--- config.mk ---
export PLATFORM = sky130hd
export DESIGN_NAME = imem_fetch_ctrl
export DESIGN_NICKNAME = d
export VERILOG_FILES = /design/src/rtl/imem_fetch_ctrl.sv
export SDC_FILE = /design/constraint.sdc
export NUM_CORES = 1
export LEC_CHECK = 0
export ABC_CLOCK_PERIOD_IN_PS = 6900
export BUFFER_PORTS_ARGS = -buffer_cell sky130_fd_sc_hd__buf_2
export CAP_MARGIN = 30
export CORE_MARGIN = 2
export CORE_UTILIZATION = 45
export CTS_BUF_LIST = sky130_fd_sc_hd__clkbuf_8
export CTS_CLUSTER_SIZE = 12
export DETAILED_ROUTE_END_ITERATION = 16
export RECOVER_POWER = 100
export SLEW_MARGIN = 20
export SYNTH_ARGS = -nofsm -noshare
export SYNTH_HDL_FRONTEND = slang
export SYNTH_SLANG_ARGS = --single-unit
--- constraint.sdc ---
create_clock -name clk -period 6.9 [get_ports clk]
set_clock_uncertainty 0.1 [all_clocks]
set_input_delay 0.345 -clock clk [delete_from_list [all_inputs] [get_ports clk]]
set_output_delay 0.345 -clock clk [all_outputs]
set_load 0.1 [all_outputs]
--- src/rtl/imem_fetch_ctrl.sv ---
// imem_fetch_ctrl: instruction fetch sequencer with prefetch FIFO and branch redirect.
// Ports: clk/reset (async, active-high); imemAddr/imemData drive the asynchronous
// instruction memory; brTaken/brTarget redirect fetch; instValid/instReady/instOut/
// instPC present the head FIFO entry to decode; fifoCount reports occupancy.
// Optional macro IMEM_FETCH_HALT_DETECT_EN stops fetch after a HALT_WORD is enqueued.
module imem_fetch_ctrl #(
  parameter logic [7:0] RESET_PC = 8'h00,
  parameter int DEPTH = 4
`ifdef IMEM_FETCH_HALT_DETECT_EN
  , parameter logic [31:0] HALT_WORD = 32'h0000_0000
`endif
) (
  input  logic        clk,
  input  logic        reset,
  output logic [0:7]  imemAddr,
  input  logic [0:31] imemData,
  input  logic        brTaken,
  input  logic [0:7]  brTarget,
  output logic        instValid,
  input  logic        instReady,
  output logic [0:31] instOut,
  output logic [0:7]  instPC,
  output logic [0:3]  fifoCount
);
  localparam int AW = $clog2(DEPTH);
  localparam logic [3:0] DEPTH_C = 4'(DEPTH);
  logic [7:0] fpc_q, fpc_d;
  logic [AW-1:0] rd_q, rd_d, wr_q, wr_d, wa;
  logic [3:0] cnt_q, cnt_d;
  logic [39:0] mem_q [DEPTH];
  logic [39:0] wdat, head_d;
  logic pop, push, we, halted;
  assign imemAddr = brTaken ? brTarget : fpc_q;
  assign instValid = cnt_q != 4'd0;
  assign fifoCount = cnt_q;
  assign pop = instValid & instReady;
  assign push = ~halted & ((cnt_q < DEPTH_C) | pop);
  // A redirect always writes the target word into slot 0, even while halted.
  assign we = brTaken | push;
  assign wa = brTaken ? '0 : wr_q;
  assign wdat = {imemAddr, imemData};
  always_comb begin
    fpc_d = brTaken ? brTarget + 8'd1 : fpc_q + {7'd0, push};
    rd_d = brTaken ? '0 : rd_q + AW'(pop);
    wr_d = brTaken ? AW'(1) : wr_q + AW'(push);
    cnt_d = brTaken ? 4'd1 : cnt_q + {3'd0, push} - {3'd0, pop};
    // The word written this edge becomes the head only when it lands on the new read slot.
    head_d = (we && wa == rd_d) ? wdat : mem_q[rd_d];
  end
  always_ff @(posedge clk) begin
    if (we) mem_q[wa] <= wdat;
  end
  always_ff @(posedge clk or posedge reset) begin
    if (reset) begin
      fpc_q <= RESET_PC;
      rd_q <= '0;
      wr_q <= '0;
      cnt_q <= '0;
      instOut <= '0;
      instPC <= '0;
    end else begin
      fpc_q <= fpc_d;
      rd_q <= rd_d;
      wr_q <= wr_d;
      cnt_q <= cnt_d;
      if (cnt_d != 4'd0) begin
        instPC <= head_d[39:32];
        instOut <= head_d[31:0];
      end
    end
  end
`ifdef IMEM_FETCH_HALT_DETECT_EN
  logic halted_q;
  always_ff @(posedge clk or posedge reset) begin
    if (reset) halted_q <= 1'b0;
    else halted_q <= brTaken ? 1'b0 : halted_q | (push && imemData == HALT_WORD);
  end
  assign halted = halted_q;
`else
  assign halted = 1'b0;
`endif
endmodule

==> impl_metrics.json <==
{
  "synth_ff_type": "edfxtp_1",
  "wl_um": 22300,
  "fp.coreArea_um2": 20200,
  "synth_fp_nets": 742,
  "period_share_pct": 71.8,
  "critPathLaunchType": "input port",
  "clockRootBuffer": "clkbuf_8",
  "maxCapViolations": 5,
  "slew_viol_final": 196,
  "cts_buffers": 37,
  "syn_area_um2": 9280,
  "drc": 0,
  "synthTopCellsByArea": "edfxtp_1 (52%), dfrtp_1 (15%), mux2_2 (4.9%), nand3b_1 (3.8%), o2111ai_1 (3.6%)",
  "slew_headroom_pct": -137,
  "leakagePower_uw": 0.00404,
  "drive_above_1_share_pct": 15.2,
  "synthArstFlopShare_pct": 25.9,
  "violations": "capacitance limit, slew limit",
  "path_class": "input port to primary output",
  "n_antenna_cell": 0,
  "cts_max_path_buffers": 3,
  "pwr-share-seq_pct": 35.6,
  "die_h_um": 148,
  "grt_max_degree": 87,
  "track_usage_pct": 20.9,
  "yosys_register_bits": 216,
  "grt_remaining_overflow": 0,
  "fmax_mhz": 202,
  "fin_crit_ns": 4.95,
  "final_cell_mix": "edfxtp_1 (160), clkbuf_1 (83), inv_1 (59)",
  "dr.pass1.iters": 5,
  "cts_tree": "yes",
  "outcome": "finished, violations left",
  "hold_path.class": "input port to flop",
  "p_clk_share_pct": 21.8,
  "fp.dieW_um": 148,
  "tns_ns": 0,
  "setup_viol": 0,
  "cp.required_ns": 6.45,
  "synth.avg_cell_area_um2": 13.4,
  "yosysUniqueCellTypes": 42,
  "final_common_cell": "edfxtp_1",
  "cts_hold_buf": 34,
  "start_util_pct": 45.9,
  "finalNonFillerCells": 1121,
  "io_buffers": 96,
  "endpoint_kind": "primary output",
  "swShare_pct": 46.4,
  "grt_setup_unrepaired": "no",
  "arrival_ns": 4.51,
  "synthCells": 691,
  "ioPinCount": 97,
  "dp_hpwl_um": 12200,
  "clock_latency_ns": 0.52,
  "fillCellCount": 1705,
  "gp_congestion": 0.761,
  "final-hold-violation-count": 0,
  "nNetsFinal": 873,
  "grt_pass1_wl_um": 35500,
  "ys_seq_area_share_pct": 66.9,
  "yosysWarnings": 0,
  "path_clk_slew_ns": 0.06,
  "dr_total_vias": 6200,
  "peakVddDrop_mv": 0.314,
  "synth_top_area_share_pct": 51.8,
  "drtAntennaViolNets": 0,
  "grt_pass1_vias": 6353,
  "antenna_found_initial": 0,
  "pwr-share-comb_pct": 42.6,
  "placementRows": 52,
  "viasPerCell": 5.53,
  "wl_per_cell_um": 19.9,
  "area_growth_pct": 19.4,
  "cts_resized": 0,
  "tightest_slew_ns": 3.56,
  "yosys.area.top_type": "edfxtp_1",
  "die-area_um2": 21800,
  "placedCellCount": 1019,
  "power.internal_uw": 2800,
  "p_sw_uw": 2420,
  "synth_edf_count": 160,
  "clkSinkCount": 216,
  "p_per_area_nw_per_um2": 471,
  "cts_max_level": 2,
  "critical_path.max_fanout": 47,
  "drt_iter0_markers": 514,
  "cts_setup_buffers": 0
}
-- sequential cells by signal, indices dropped and copies added (netlist names) --
signal and cells:
fifoCount 4, instOut 32, fpc_q 8, mem_q 160
rd_q 2, wr_q 2, instPC 8
-- worst paths after layout --
kind / cells after the start / from / end / slack, ns
hold / removal: 3 / brTarget[2] / fpc_q[5]$_DFF_PP0_ / 0.06
setup / recovery: 5 / brTaken / imemAddr[0] / 1.95
min in group asynchronous: 4 / reset / instOut[24]$_DFFE_PP0P_ / 1.62
max in group asynchronous: 4 / reset / instOut[25]$_DFFE_PP0P_ / 3.01
hold reg to reg: 2 / instPC[7]$_DFFE_PP0P_ / instPC[7]$_DFFE_PP0P_ / 0.39
setup reg to reg: 9 / fifoCount[2]$_DFF_PP0_ / instPC[1]$_DFFE_PP0P_ / 2.99
-- cell usage after synthesis, types with 19 or more instances --
cell type / count
o2111ai_1: 38
mux2_2: 40
nor2_1: 46
nand3b_1: 47
buf_2: 19
dfrtp_1: 56
nand2_1: 47
inv_1: 50
clkbuf_1: 27
o211ai_1: 31
a31oi_1: 34
edfxtp_1: 160
-- power groups by stage --
stage	Clock, µW	Sequential [µW]	Combinational (µW)
6_report	1140	1860	2230
5_1_grt	1220	1890	2360
4_1_cts	1170	1850	2290
3_5_place_dp	0	1870	2270
3_3_place_gp	0	1860	2200
2_1_floorplan	0	2770	847
-- stage by stage --
step | cell area (µm²) | hold slack [ns] | utilization, % | total power, µW | worst slack (ns)
finish | 11100 | 0.0612 | 54.8 | 5220 | 1.95
global route | 11100 | 0.0596 | 54.8 | 5470 | 1.50
CTS | 11200 | 0.0326 | 55.4 | 5310 | 3.05
detailed placement | 10100 | 0.383 | 50.0 | 4140 | 3.07
global placement | 10000 | 0.370 | 49.6 | 4060 | 3.04
floorplan | 9280 | 0.341 | - | 3620 | 2.82
-- layer usage --
| metal | share of wire (%) | vias up | global-route usage, % |
|---|---|---|---|
| met2 | 49 | 185 | 34.1 |
| met4 | 1.8 | 0 | 6.20 |
| li1 | - | 2859 | - |
| met3 | 5.4 | 33 | 4.17 |
| met5 | 0 | - | 0 |
| met1 | 44 | 3123 | 28.8 |
-- critical path: stages --
cell and delay, ns:
clkbuf_1 0.48, clkbuf_1 1.39, clkbuf_1 1.31, mux2_1 0.45
buf_2 0.47
-- cell type report --
| cell class | instances | area (µm²) | share of cell area (%) |
|---|---|---|---|
| inverters | 50 | 188 | 1.69 |
| multi-input cells | 371 | 2720 | 24.6 |
| clock inverters | 19 | 81.3 | 0.734 |
| flip-flops and latches | 216 | 6210 | 56.0 |
| clock buffers | 49 | 674 | 6.08 |
| repair buffers | 146 | 875 | 7.89 |
| well taps | 270 | 338 | 3.05 |
-- cells by family (layout without fill, tap and decap cells) --
group                      after synthesis  count (layout)  share of synthesized area [%]
AOI/OAI and AO/OA                      136             136                           10.9
muxes                                   45              45                           5.39
buffers and inverters                  104             264                           4.66
DFF                                    216             216                           66.9
and+or+nand+nor                        164             164                           9.07
other                                    1               1                         0.0404
adders and majority gates                7               7                           1.02
xor gates and xnor gates                18              18                           2.01
(Power assumes the default switching activity.)
